File: src/rtl/cu_pkg.sv
// cu_pkg: shared widths and helpers for the compute-unit writeback path
package cu_pkg;
    localparam int DEF_RF_DATASIZE = 16;
    localparam int DEF_ADDRESS_WIDTH = 4;
    localparam int DEF_NUM_UNITS = 4;
    localparam int DEF_BUF_DEPTH = 2;

    function automatic int nreg(input int aw);
        return 1 << aw;
    endfunction

    function automatic int ptr_width(input int depth);
        return $clog2(depth) + 1;
    endfunction

    localparam int PTR_W = ptr_width(DEF_BUF_DEPTH);
endpackage

File: src/rtl/cu_wb_fifo.sv
// cu_wb_fifo: single-channel result skid FIFO (registered head, no fall-through)
module cu_wb_fifo
    import cu_pkg::*;
#(
    parameter int DW = DEF_RF_DATASIZE,
    parameter int AW = DEF_ADDRESS_WIDTH,
    parameter int DEPTH = DEF_BUF_DEPTH
) (
    input  logic          clk,
    input  logic          reset,
    input  logic          push,
    input  logic          pop,
    input  logic [AW-1:0] in_addr,
    input  logic [DW-1:0] in_data,
    output logic          full,
    output logic          empty,
    output logic [AW-1:0] head_addr,
    output logic [DW-1:0] head_data
);
    localparam int PW = ptr_width(DEPTH);
    localparam int IW = PW - 1;

    logic [PW-1:0] wr_ptr, rd_ptr;
    logic [AW+DW-1:0] mem [DEPTH];

    // extra wrap bit distinguishes full from empty when indices match
    assign empty = wr_ptr == rd_ptr;
    assign full = (wr_ptr[IW] != rd_ptr[IW]) && (wr_ptr[IW-1:0] == rd_ptr[IW-1:0]);
    assign {head_addr, head_data} = mem[rd_ptr[IW-1:0]];

    always_ff @(posedge clk) begin
        if (reset) begin
            wr_ptr <= '0;
            rd_ptr <= '0;
        end else begin
            if (push) begin
                mem[wr_ptr[IW-1:0]] <= {in_addr, in_data};
                wr_ptr <= wr_ptr + 1'b1;
            end
            if (pop) rd_ptr <= rd_ptr + 1'b1;
        end
    end
endmodule

File: src/rtl/cu_wb_xbar.sv
// cu_wb_xbar: round-robin writeback crossbar with bus-connect priority and busy scoreboard
// Optional bypass outputs (fwd_*) enabled by defining CU_WB_FORWARD_EN.
module cu_wb_xbar
    import cu_pkg::*;
#(
    parameter int RF_DATASIZE = DEF_RF_DATASIZE,
    parameter int ADDRESS_WIDTH = DEF_ADDRESS_WIDTH,
    parameter int NUM_UNITS = DEF_NUM_UNITS,
    parameter int BUF_DEPTH = DEF_BUF_DEPTH,
    localparam int NREG = nreg(ADDRESS_WIDTH)
) (
    input  logic                               clk,
    input  logic                               reset,
    input  logic [NUM_UNITS-1:0]               res_valid,
    output logic [NUM_UNITS-1:0]               res_ready,
    input  logic [NUM_UNITS*ADDRESS_WIDTH-1:0] res_addr,
    input  logic [NUM_UNITS*RF_DATASIZE-1:0]   res_data,
    input  logic                               bc_w_en,
    input  logic [ADDRESS_WIDTH-1:0]           bc_wadd,
    input  logic [RF_DATASIZE-1:0]             bc_dt,
    input  logic                               ps_issue_en,
    input  logic [ADDRESS_WIDTH-1:0]           ps_issue_wadd,
    output logic                               rf_w_en,
    output logic [ADDRESS_WIDTH-1:0]           rf_wadd,
    output logic [RF_DATASIZE-1:0]             rf_wdt,
    output logic [NREG-1:0]                    rf_busy,
    output logic [NUM_UNITS-1:0]               wb_grant
`ifdef CU_WB_FORWARD_EN
    ,
    output logic                               fwd_valid,
    output logic [ADDRESS_WIDTH-1:0]           fwd_addr,
    output logic [RF_DATASIZE-1:0]             fwd_data
`endif
);
    localparam int UW = $clog2(NUM_UNITS);

    logic [NUM_UNITS-1:0] full, empty, push, pop, gnt_oh;
    logic [ADDRESS_WIDTH-1:0] head_addr [NUM_UNITS];
    logic [RF_DATASIZE-1:0] head_data [NUM_UNITS];
    logic [UW-1:0] ptr, gnt_idx, nxt_ptr;
    logic found, nxt_en;
    logic [ADDRESS_WIDTH-1:0] nxt_addr;
    logic [RF_DATASIZE-1:0] nxt_data;
    logic [NREG-1:0] nxt_busy;
    int cand;

    assign res_ready = ~full;
    assign push = res_valid & ~full;

    for (genvar i = 0; i < NUM_UNITS; i++) begin : g_fifo
        cu_wb_fifo #(
            .DW(RF_DATASIZE),
            .AW(ADDRESS_WIDTH),
            .DEPTH(BUF_DEPTH)
        ) u_fifo (
            .clk(clk),
            .reset(reset),
            .push(push[i]),
            .pop(pop[i]),
            .in_addr(res_addr[i*ADDRESS_WIDTH +: ADDRESS_WIDTH]),
            .in_data(res_data[i*RF_DATASIZE +: RF_DATASIZE]),
            .full(full[i]),
            .empty(empty[i]),
            .head_addr(head_addr[i]),
            .head_data(head_data[i])
        );
    end

    // first non-empty channel at or after the pointer, wrapping
    always_comb begin
        found = 1'b0;
        gnt_idx = '0;
        cand = 0;
        for (int k = 0; k < NUM_UNITS; k++) begin
            cand = int'(ptr) + k;
            cand = cand >= NUM_UNITS ? cand - NUM_UNITS : cand;
            if (!found && !empty[cand]) begin
                found = 1'b1;
                gnt_idx = UW'(cand);
            end
        end
    end

    assign gnt_oh = found ? NUM_UNITS'(1) << gnt_idx : '0;
    assign pop = bc_w_en ? '0 : gnt_oh;
    assign nxt_en = bc_w_en | found;
    assign nxt_addr = bc_w_en ? bc_wadd : head_addr[gnt_idx];
    assign nxt_data = bc_w_en ? bc_dt : head_data[gnt_idx];
    assign nxt_ptr = gnt_idx == UW'(NUM_UNITS - 1) ? '0 : gnt_idx + 1'b1;

`ifdef CU_WB_FORWARD_EN
    assign fwd_valid = nxt_en;
    assign fwd_addr = nxt_addr;
    assign fwd_data = nxt_data;
`endif

    // issue is applied after the clear so a same-cycle set wins
    always_comb begin
        nxt_busy = rf_busy;
        if (rf_w_en) nxt_busy[rf_wadd] = 1'b0;
        if (ps_issue_en) nxt_busy[ps_issue_wadd] = 1'b1;
    end

    always_ff @(posedge clk) begin
        if (reset) begin
            ptr <= '0;
            rf_w_en <= 1'b0;
            rf_wadd <= '0;
            rf_wdt <= '0;
            wb_grant <= '0;
            rf_busy <= '0;
        end else begin
            rf_w_en <= nxt_en;
            wb_grant <= pop;
            rf_busy <= nxt_busy;
            if (nxt_en) begin
                rf_wadd <= nxt_addr;
                rf_wdt <= nxt_data;
            end
            if (!bc_w_en && found) ptr <= nxt_ptr;
        end
    end
endmodule
File: config.mk
export PLATFORM = sky130hd
export DESIGN_NAME = cu_wb_xbar
export DESIGN_NICKNAME = d
export VERILOG_FILES = /design/src/rtl/cu_pkg.sv /design/src/rtl/cu_wb_fifo.sv /design/src/rtl/cu_wb_xbar.sv
export SDC_FILE = /design/constraint.sdc
export NUM_CORES = 1
export LEC_CHECK = 0
export BUFFER_PORTS_ARGS = -buffer_cell sky130_fd_sc_hd__clkbuf_2
export CORE_UTILIZATION = 52
export DETAILED_ROUTE_END_ITERATION = 8
export MAX_ROUTING_LAYER = met4
export PLACE_DENSITY = 0.86
export SYNTH_ARGS = -nofsm -noshare
export SYNTH_HDL_FRONTEND = slang
export SYNTH_SLANG_ARGS = --single-unit
File: constraint.sdc
create_clock -name clk -period 3.68 [get_ports clk]
set_input_delay 0.184 -clock clk [delete_from_list [all_inputs] [get_ports clk]]
set_output_delay 0.184 -clock clk [all_outputs]
set_load 0.01 [all_outputs]
# Word level (Yosys, flattened, before mapping)

Memory sizes are Yosys's and may differ from the RTL's. A register that Yosys moved wholly into a read port is not among the register bits.
Index checks and enable logic that the tools add are counted.
Widths: inputs -> output; s select.

Bits in registers: 59
Memory bits (writable): 160
Input bits: 112
Logic and storage cells: 145
Memories: 4

Add/sub/neg operators: 16
$lt $le $gt $ge: 13
Eq/ne operators: 13
Shift-type cells: 1
Multiplexer cells: 61
Bitwise gates (word level): 7
Reduce and logical (&&, ||, !) cells: 16

Memories:

| memory               | depth | bits a word | rd ports | clocked after Yosys merged registers in | write ports | RTL line         | RTL |
|---|---|---|---|---|---|---|---|
| g_fifo[0].u_fifo.mem | 2     | 20          | 1        | 1                                       | 1           | cu_wb_fifo.sv:24 | `logic [AW+DW-1:0] mem [DEPTH];` |
| g_fifo[1].u_fifo.mem | 2     | 20          | 1        | 1                                       | 1           | cu_wb_fifo.sv:24 |  |
| g_fifo[2].u_fifo.mem | 2     | 20          | 1        | 1                                       | 1           | cu_wb_fifo.sv:24 |  |
| g_fifo[3].u_fifo.mem | 2     | 20          | 1        | 1                                       | 1           | cu_wb_fifo.sv:24 |  |

Operators with widths:

| kind                | number |
|---|---|
| $lt 32x4->1 const B | 4 |
| $mux 32             | 4 |
| $mux 16             | 5 |
| $mux 1              | 34 |
| $bmux 16 s2         | 1 |
| $mux 4              | 5 |
| $add 2x1->2 const B | 9 |
| $and 16x16->16      | 1 |
| $not 16->16         | 1 |
| $or 16x16->16       | 1 |
| $ge 3x3->1 const B  | 4 |
| $sub 3x3->4 const B | 3 |
| $logic_and 1x1->1   | 10 |
| $lt 4x5->1 const B  | 2 |
| $mux 2              | 5 |
| $bmux 1 s2          | 4 |
| $bmux 4 s2          | 1 |
| $demux 1 s4         | 2 |
| $eq 2x2->1          | 4 |
| $ge 4x1->1 const B  | 2 |
| $add 2x2->3 const B | 2 |
| $logic_not 1->1     | 6 |
| $and 4x4->4         | 1 |
| $eq 1x1->1          | 4 |
| other kinds (9)     | 12 |

# Logic depth before layout (Yosys ltp)

Gate-level depths: netlist of the first run.

Depth after elaboration: 20
Mapped depth: 11

# Cells and area by module

A second synthesis of the first run with hierarchy kept.

Cells, all modules: 637
Area total of the unflattened synthesis: 9,574.2 um^2

By module, submodules not included:

| module     | instances | cells each | area each (um^2) |
|---|---|---|---|
| cu_wb_fifo | 4         | 84         | 1,741.7 |
| cu_wb_xbar | 1         | 301        | 2,607.5 |

# Worst setup path after synthesis of the first run

OpenSTA, ideal clock, no wires.

Path kind: flip-flop to flip-flop
Start point: register g_fifo[3].u_fifo.wr_ptr[0]
End point: memory g_fifo[3].u_fifo.mem[1][0] (netlist bit) (enable)
Library setup time: 0.427 ns
Data arrival time: 2.526 ns
Required time: 3.253 ns
Setup slack: 0.728 ns
Stages on the path, launching flop included: 5
Period minus slack after synthesis: 2.952 ns
Path through: dfxtp_1 xor2_1 nand2b_1 nand2_1 nor3b_1

Cells in the longest elaborated chain, start to end: 7

RTL lines:

| item                         | RTL line         | RTL |
|---|---|---|
| start: declaration           | cu_wb_fifo.sv:23 | `logic [PW-1:0] wr_ptr, rd_ptr;` |
| start signal: assignment     | cu_wb_fifo.sv:38 | `wr_ptr <= wr_ptr + 1'b1;` |
| $eq 1x1->1                   | cu_wb_fifo.sv:28 | `assign full = (wr_ptr[IW] != rd_ptr[IW]) && (wr_ptr[IW-1:0] == rd_ptr[IW-1:0]);` |
| $logic_and 1x1->1            | cu_wb_fifo.sv:28 |  |
| $not 4->4                    | n/a              |  |
| net res_ready[3]             | cu_wb_xbar.sv:15 | `output logic [NUM_UNITS-1:0] res_ready,` |
| $and 4x4->4                  | cu_wb_xbar.sv:48 | `assign push = res_valid & ~full;` |
| $mux 1                       | cu_wb_fifo.sv:36 | `if (push) begin` |
| $mux 1                       | cu_wb_fifo.sv:32 | `if (reset) begin` |
| $mux 1 (not written as such) | cu_wb_fifo.sv:37 | `mem[wr_ptr[IW-1:0]] <= {in_addr, in_data};` |
| end: declaration             | cu_wb_fifo.sv:24 |  |

The timed path passes the listed nets, and every way through them passes these cells.

==> results of run 1 <==
-- logic make-up after synthesis --
logic type	after synthesis	share of synthesized area, %
multiplexers	101	11.4
buffers and inverters	36	2.16
flip-flops	223	68.6
adder cells (fa/ha/maj)	1	0.141
AND/OR/NAND/NOR	120	7.09
AO/OA/AOI/OAI	120	8.05
XOR/XNOR	26	2.57
-- report_power, final --
group | internal (uW) | switching [uW] | leakage, uW | total [uW]
Sequential | 3010 | 246 | 0.00198 | 3260
Clock | 1470 | 948 | 0.000380 | 2410
Combinational | 1140 | 1690 | 0.00199 | 2830
Total | 5610 | 2880 | 0.00436 | 8500
-- path summary, 6_finish.rpt --
| path | slack [ps] | to | cells after the start | start |
|---|---|---|---|---|
| worst min register to register | 480 | rf_busy[11] | 2 | rf_busy[11] |
| worst max-delay path | 740 | register | 8 | g_fifo[1].u_fifo.wr_ptr[0] |
| worst max register to register | 740 | register | 8 | g_fifo[1].u_fifo.wr_ptr[0] |
| worst min-delay path | 10 | rf_wdt[10] | 3 | bc_dt[10] |
-- metal layers --
metal,track usage (%),up-vias,wire [um]
met5,-,-,0
met4,11.2,0,809
met3,3.41,65,1580
met2,47.7,324,11900
met1,31.4,3084,8900
li1,-,2906,-
-- worst min-delay path, stage by stage --
cell and delay (ps):
clkbuf_2 100, a22oi_1 80, o21ai_1 100
-- cell usage after synthesis (2+ instances only) --
master / n
edfxtp_1: 160
mux2i_1: 101
dfxtp_1: 63
a22oi_1: 40
a21oi_1: 39
nor2_1: 32
nand3_1: 30
clkbuf_1: 25
xor2_1: 21
nand2_1: 20
o21ai_1: 20
o21ai_0: 17
buf_2: 5
nand2b_1: 5
nor3_1: 5
nor3b_1: 5
xnor2_1: 5
a211oi_1: 3
nand3b_1: 3
nor2b_1: 3
buf_8: 2
nand4_1: 2
nand4b_1: 2
or3_1: 2
or4_4: 2
-- repair_timing --
action / in CTS / in global routing
hold buffers: 98 / 0
resized for setup: 0 / 0
endpoints found under the hold margin: 178 / 0
setup buffers: 0 / 0
-- registers in the layout, indices dropped and copies added, names as in the netlist, named ones only --
name	cells
g_fifo.u_fifo.mem	160
rf_wadd	4
g_fifo.u_fifo.rd_ptr	8
rf_busy	16
rf_wdt	16
ptr	2
rf_w_en	1
g_fifo.u_fifo.wr_ptr	8
wb_grant	4
-- cell type report --
class / count / area (um^2)
fillers: 1099 / 4900
clock inverters: 12 / 168
well taps: 220 / 275
diodes: 2 / 5.00
repair buffers: 273 / 1900
multi-input cells: 368 / 2650
clock buffers: 28 / 614
inverters: 1 / 3.75
flip-flops and latches: 223 / 6070
-- stage by stage --
stage / cells / util, %
CTS: 1125 / 70.4
detailed placement: 987 / 59.8
finish: 1127 / 70.4
global placement: 987 / 59.8
global route: 1127 / 70.4
floorplan: 627 / -
==> metrics, run 1 <==
Worst Tran Pin Value between 1000 and 1500 ps; most frequent cells in the layout edfxtp_1 (160), clkbuf_2 (156), mux2i_1 (101); Post-synth ARST share 0%; clock buffer depth 3; FP Rows 47; CP Capture Type register; peak supply drop ~570 uV; Main synth FF type edfxtp_1; Net Count, Synth 740; total track usage between 20% and 30%; CTS sink count 223; vias per inst around 5.7; Final Cycle Share 79.9%; RSZ-0062 raised after global routing no; Routed WL per cell 20.6 um; detailed placement HPWL about 14 mm; slowest CP cell or4_1; DRC 0; largest net degree at the start of global routing 47; minimum clock period a little under 3000 ps; Power, Total 8500 uW; worst path cell trace xor2_1 > nor4_2 > or4_4 > nand2_2 > buf_4 > or4_1 > xor2_1 > nor2_1; Crit path max-delay family simple AND/OR/NAND/NOR gates; ANT nets after route 0; Final Net Count roughly 1000; final wirelength between 20 and 25 mm; result of the run complete, no violations; critical path's most frequent cell xor2_1; Bufs and invs on worst path 1; IO Count 157; CP Max Fanout 22; pwr dens about 730 mW/mm^2; Placer Congestion just over 0.9; synthesized area just under 0.009 mm^2; Core Footprint about 0.017 mm^2; top cells by area, synth edfxtp_1 (54%), dfxtp_1 (14%), mux2i_1 (11%), a22oi_1 (3.4%), a21oi_1 (2.2%); Final Hold Viols 0; most common cell after layout, fill and taps aside edfxtp_1; Synth Instances approximately 630; final max-slew violation count 0; final critical-path setup slack 740 ps; fmax around 0.34 GHz; vias in the first global route 6496; min-delay worst type in -> reg; Die Wd 132 um; layout cell share with drive strength beyond 1 about a quarter; CTS tree yes; Final Cell Area between 0.01 and 0.015 mm^2; CTS buffer count 22; worst path required time approximately 4000 ps; setup violators final 0; syn_area_per_cell between 10 and 15 um^2; Synth top area share 54.3%; die area 0.0175 mm^2; global-route wire length before repair 34.7 mm; post-synthesis sequential area ratio approximately 69%; Worst-path clk slew around 70 ps; H-tree depth 1; initial antenna violation count 1; Pleak ~0.0044 uW; post-place setup slack between 700 and 800 ps; Setup Crit Path Kind reg -> reg; 1st-iter DRT viols a little over 500; number of synthesized flops with an enable pin 160; Crit path arrival time approximately 3300 ps; Max Cap Viol 0; total iterations of the first detailed-routing run 7; GR Overflow Total 0; clock latency on the worst-skew pair roughly 500 ps; CP max stage delay roughly 530 ps; Setup TNS 0 ps; port bufs about 160; Placed Area between 0.009 and 0.01 mm^2; synth unique cells 40; Synth area leader edfxtp_1; synthesized flop and latch total approximately 220; Hold WS roughly 15 ps; max_slew headroom between 30% and 40%; Vias approximately 6400; Clock Tree Root clkbuf_16; startpoint types register; Syn. warnings 0; Area Growth Syn to Fin 32.0%; die height 132 um; Initial Utilization a little over half; clock skew 12.1 ps
(Power assumes the default switching activity.)
==> run 2, diff against run 1 <==
- ABC_AREA: unset -> 1
- clock period: 3.68 -> 2.86 ns (I/O delays scaled with it)
==> run 2 against run 1 <==
  * Worst setup slack worse by 320 ps
  * Design area grew 4.7%
  * Sequential power up 27%
  * Clock skew down 4.2 ps
  * Area after synthesis rose by 6.4%
  * Cell count rose by 20%
  * Highest routed layer unchanged
  * Wire length rose by 10%
  * Largest power group is now combinational logic
==> metrics, run 2 <==
result of the run complete, no violations; Vias 7558 (+18%); final wirelength 25.5 mm (+10%); clock skew 7.93 ps (-4.19 ps); Die Wd 137 um (+3.1%); Hold WS 15.1 ps (+0.208 ps); Initial Utilization 53.8% (+0.49 points); Pleak 0.00493 uW (+13%); Syn. warnings 0 (unchanged); syn_area_per_cell 11.2 um^2 (-20%); vias in the first global route 7240 (+11%); synthesized area 0.00941 mm^2 (+6.4%); CP Capture Type register; clock buffer depth 3 (unchanged); initial antenna violation count 1 (unchanged); post-synthesis mux area share 9.57% (-1.9 points); fillers 1147 (+4.4%); die height 137 um (+3.1%); Setup TNS 0 ps (unchanged); largest net degree at the start of global routing 48 (+2.1%); 1st-iter DRT viols 778 (+54%); Clock Tree Root clkbuf_16; clock latency on the worst-skew pair 510 ps (about the same); die area 0.0186 mm^2 (+6.3%); Post-CTS Hold Fix Bufs 106 (+8.2%); Worst-path clk slew 60 ps (about the same); synthesized flop and latch total 223 (unchanged); Synth top area share 51.1% (-3.2 points); min-delay worst type in -> reg; detailed placement HPWL 16.3 mm (+14%); CP Max Fanout 11 (-50%); Routed WL per cell 18.9 um (-8.0%); top cells by area, synth edfxtp_1 (51%), dfxtp_1 (13%), mux2_2 (9.6%), nand3_1 (7.3%), nand2_1 (6.0%); H-tree depth 1 (unchanged); fin cells 1347 (+20%); Final Cycle Share 85.3% (+5.4 points); Crit path arrival time 2860 ps (-430 ps); total track usage 28.2% (+1.1 points); layout cell share with drive strength beyond 1 27.8% (+2.6 points); number of synthesized flops with an enable pin 160 (unchanged); Post-synth ARST share 0% (unchanged); Reg2Reg Setup Slack 420 ps (-320 ps); most common cell in the synthesized netlist edfxtp_1; worst path required time 3280 ps (-750 ps); largest family of logic cells by synthesized area simple AND/OR/NAND/NOR gates; Worst Tran Pin Value 862 ps (-160 ps); Net Count, Synth 950 (+28%); minimum clock period 2440 ps (-500 ps); max reg flops 160 (unchanged); CTS sink count 223 (unchanged); peak supply drop 843 uV (+47%); Area Growth Syn to Fin 30.0%; Main synth FF type edfxtp_1; compound-cell area share of the yosys netlist 5.42% (-2.6 points); DRC 0 (unchanged); pwr dens 941 mW/mm^2 (+29%); vias per inst 5.61 (-0.87%); post-cts gate resize count 0 (unchanged); simple-gate portion of the synthesized area 15.4% (+8.3 points); Post-CTS Repair Setup Buffers 0 (unchanged); fmax 0.410 GHz (+20%); global-route wire length before repair 37.8 mm (+8.8%); Core Footprint 0.0175 mm^2 (+5.4%); synth unique cells 24 (-40%); Inst Count DP 1198 (+21%); IO Count 157 (unchanged); GR Overflow Total 0 (unchanged); Reg-to-Reg Start ptr[0]; CTS tree yes; Adder-Cell Fraction of Synth Area 0.133% (-0.0085 points); XOR/XNOR Fraction of Synth Area 0.452% (-2.1 points); commonest cells in the synthesized netlist edfxtp_1 (160), nand2_1 (151), nand3_1 (138); crit path launch ptr[0]; Final Hold Viols 0 (unchanged); r2r worst-path depth 10 (+2); startpoint types register; RSZ-0062 raised after global routing no; CTS buffer count 23 (+4.5%); Setup Crit Path Kind reg -> reg; ANT nets after route 0 (unchanged); Synth area leader edfxtp_1; Max Cap Viol 0 (unchanged); most common cell after layout, fill and taps aside edfxtp_1; post-synthesis sequential area ratio 64.5% (-4.1 points); Placer Congestion 0.897 (-2.4%); final max-slew violation count 0 (unchanged); port bufs 156 (unchanged); total iterations of the first detailed-routing run 6 (-1); most frequent cells in the layout edfxtp_1 (160), clkbuf_2 (156), nand2_1 (151); Final Net Count 1217 (+21%); max_slew headroom 42.4% (+11 points); Synth Instances 837 (+33%); FP Rows 48 (+2.1%); setup violators final 0 (unchanged)
run 2: logic make-up after synthesis:
family,Yosys count
xor+xnor,4
mux,80
simple gates,328
buf+inv,101
flops,223
fa+ha+maj,1
compound gates,100
run 2: worst min path at each step:
stage	to	depth (start not counted)	startpoint	slack [ps]
after floorplan	g_fifo[0].u_fifo.mem[0][0]	0	res_data[0]	240
after global placement	g_fifo[3].u_fifo.mem[0][11]	1	res_data[59]	330
after detailed placement	g_fifo[3].u_fifo.mem[0][7]	1	res_data[55]	340
after CTS	rf_busy[8]	4	ps_issue_wadd[1]	0.2
after global routing	g_fifo[1].u_fifo.wr_ptr[0]	3	res_valid[1]	10
final	rf_busy[0]	4	ps_issue_wadd[1]	20
run 2: critical path: stages (launching register included):
cell	delay, ps
dfxtp_1	530
inv_1	160
nand3_1	130
nand3_1	90
nand2_1	130
nor2_2	80
nand3_1	80
nand3_1	370
nor2_1	440
nand3_1	170
a21oi_1	170
run 2: cell type report:
cell class	instances	area, um^2	share of cell area [%]
Clock inverter	16	115	0.941
Clock buffer	26	597	4.88
Antenna cell	1	2.50	0.0204
Inverter	59	221	1.81
Sequential cell	223	6070	49.6
Multi-Input combinational cell	513	2930	24.0
Timing Repair Buffer	284	2020	16.5
Tap cell	225	282	2.30
run 2: metrics by stage:
stage / instance area (um^2) / utilization (%) / power (uW) / worst slack [ps]
5_1_grt: 12200 / 70.0 / 12000 / 163
3_5_place_dp: 10500 / 59.9 / 8480 / 487
4_1_cts: 12200 / 70.0 / 11400 / 473
6_report: 12200 / 70.0 / 11500 / 420
3_3_place_gp: 10500 / 59.9 / 8390 / 518
2_1_floorplan: 9410 / - / 7200 / 260
run 2: power breakdown:
part / leakage (uW) / total, uW / switching, uW / internal [uW]
combinational: 0.00260 / 4550 / 2900 / 1650
sequential: 0.00198 / 4130 / 299 / 3830
clock: 0.000355 / 2830 / 1230 / 1600
run 2: routing by layer:
metal / wire length (um) / share of wire [%] / vias to the layer above / global-route usage, %
li1: - / - / 3489 / -
met4: 1050 / 4.1 / 0 / 12.8
met3: 2240 / 8.8 / 77 / 3.63
met5: 0 / 0 / - / -
met1: 9910 / 39 / 3515 / 35.5
met2: 12300 / 48 / 477 / 45.8
==> run 3, diff against run 2 <==
- RECOVER_POWER: unset -> 100
- clock period: 2.86 -> 2.8 ns (I/O delays scaled with it)
==> run 3 against run 2 <==
  * Worst hold slack worse by 8.5 ps
  * Count of clock-buffer cells in the layout up 2
  * Via count down 0.69%
  * First-iteration DRC count down 2.4%
  * Wire length down 1.7%
  * Die area unchanged
  * Register-to-register slack worse by 150 ps
  * Global-route usage about the same
  * Clock skew up 3.0 ps
==> metrics, run 3 (same netlist as run 2, synthesis figures left out) <==
clock latency on the worst-skew pair 500 ps (about the same); die area 0.0186 mm^2 (unchanged); CTS sink count 223 (unchanged); Bufs and invs on worst path 2 (+1); global-route wire length before repair 38.0 mm (+0.49%); startpoint types register; most common cell after layout, fill and taps aside edfxtp_1; Sw Share 36.4% (-2.1 points); Worst Tran Pin Value 1320 ps (+456 ps); die height 137 um (unchanged); fillers 1239 (+8.0%); max_slew headroom 12.1% (-30 points); result of the run complete, no violations; initial antenna violation count 0 (-1); total track usage 28.2% (about the same); H-tree depth 1 (unchanged); most frequent cells in the layout edfxtp_1 (160), nand2_1 (152), nand3_1 (140); Pleak 0.00457 uW (-7.5%); Core Footprint 0.0175 mm^2 (unchanged); max reg flops 160 (unchanged); Final Net Count 1202 (-1.2%); CP max stage delay 520 ps (about the same); Max Cap Viol 0 (unchanged); Final Hold Viols 0 (unchanged); vias per inst 5.64 (+0.58%); largest net degree at the start of global routing 43 (-10%); CTS buffer count 23 (unchanged); GR Overflow Total 0 (unchanged); ANT nets after route 0 (unchanged); Clock power frac 28.0% (+3.4 points); vias in the first global route 7199 (-0.57%); RSZ-0062 raised after global routing no; peak supply drop 821 uV (-2.6%); Comb power frac 36.8% (-2.8 points); fin cells 1330 (-1.3%); post-cts gate resize count 0 (unchanged); CP Max Fanout 21 (+10); Setup Crit Path Kind reg -> reg; Routed WL per cell 18.8 um (-0.49%); pwr dens 992 mW/mm^2 (+5.5%); slowest CP cell dfxtp_1; clock buffer depth 3 (unchanged); port bufs 156 (unchanged); total iterations of the first detailed-routing run 5 (-1); IO Count 157 (unchanged); min-delay worst type in -> reg; Crit path max-delay family simple AND/OR/NAND/NOR gates; final wirelength 25.1 mm (-1.7%); Hold WS 6.65 ps (-8.47 ps); setup violators final 0 (unchanged); DRC 0 (unchanged); CP Capture Type register; Initial Utilization 53.8% (unchanged); CTS tree yes; Power, Total 11900 uW (+3.7%); Internal 7590 uW (+7.2%); Post-CTS Repair Setup Buffers 0 (unchanged); Die Wd 137 um (unchanged); Final Cycle Share 90.4% (+5.1 points); layout cell share with drive strength beyond 1 16.7% (-11 points); Area Growth Syn to Fin 27.8%; part of the power in registers 35.2% (-0.6 points); Crit path arrival time 2900 ps (+40 ps); Setup TNS 0 ps (unchanged); final max-slew violation count 0 (unchanged); Psw 4340 uW (-2.0%); FP Rows 48 (unchanged); Vias 7506 (-0.69%); minimum clock period 2530 ps (+90.4 ps); 1st-iter DRT viols 759 (-2.4%); antenna fix cells 0 (-1); Placer Congestion 0.911 (+1.6%); worst path cell trace inv_1 > nand3_1 > nand3_1 > nand2_1 > nor2_1 > nand2_1 > nor2_1 > nor2_1 > buf_4 > nand3_1 > o21ai_0 > a21oi_1; clock skew 10.9 ps (+2.96 ps); worst path required time 3160 ps (-120 ps); Post-CTS Hold Fix Bufs 94 (-11%); Worst-path clk slew 60 ps (about the same); detailed placement HPWL 16.2 mm (-0.43%); fmax 0.395 GHz (-3.6%); Clock Tree Root clkbuf_16; Inst Count DP 1195 (-0.25%)
-- run 3: layout make-up --
type / instances / area [um^2] / area share, %
clock inverters: 13 / 190 / 1.58
flip-flops and latches: 223 / 6070 / 50.4
multi-input cells: 513 / 2900 / 24.1
inverters: 59 / 221 / 1.84
clock buffers: 28 / 657 / 5.46
well taps: 225 / 282 / 2.34
repair buffers: 269 / 1710 / 14.3
-- run 3: path summary, 6_finish.rpt --
check               start  depth (start not counted)                    endpoint  slack, ps
max                ptr[0]                         12                    register        270
min          res_valid[1]                          3  g_fifo[1].u_fifo.wr_ptr[0]          7
max reg2reg        ptr[0]                         12                    register        270
min reg2reg   rf_busy[12]                          2                 rf_busy[12]        470
-- run 3: worst min-delay path, delay by kind of cell --
family                 cells  cell delay, ps
and+or+nand+nor            1             130
AOI/OAI and AO/OA          1             100
buffers and inverters      1              80
-- run 3: per-layer routing --
layer	global-route usage (%)	routed length, um
met3	4.26	2140
met4	12.7	1170
met2	45.8	12100
met5	-	0
met1	35.0	9680
-- run 3: power groups by stage --
stage,logic (uW),registers [uW],clock network [uW]
after floorplan,3160,4190,0
after global placement,4120,4240,0
after detailed placement,4200,4250,0
after CTS,4370,4190,3350
after global routing,4760,4230,3490
final,4390,4200,3350
-- run 3: stage by stage --
step | utilization [%] | instance area [um^2] | setup slack [ps]
CTS | 70.0 | 12200 | 528
global route | 68.8 | 12000 | 129
floorplan | - | 9410 | 200
detailed placement | 59.7 | 10400 | 576
finish | 68.8 | 12000 | 269
global placement | 59.7 | 10400 | 649
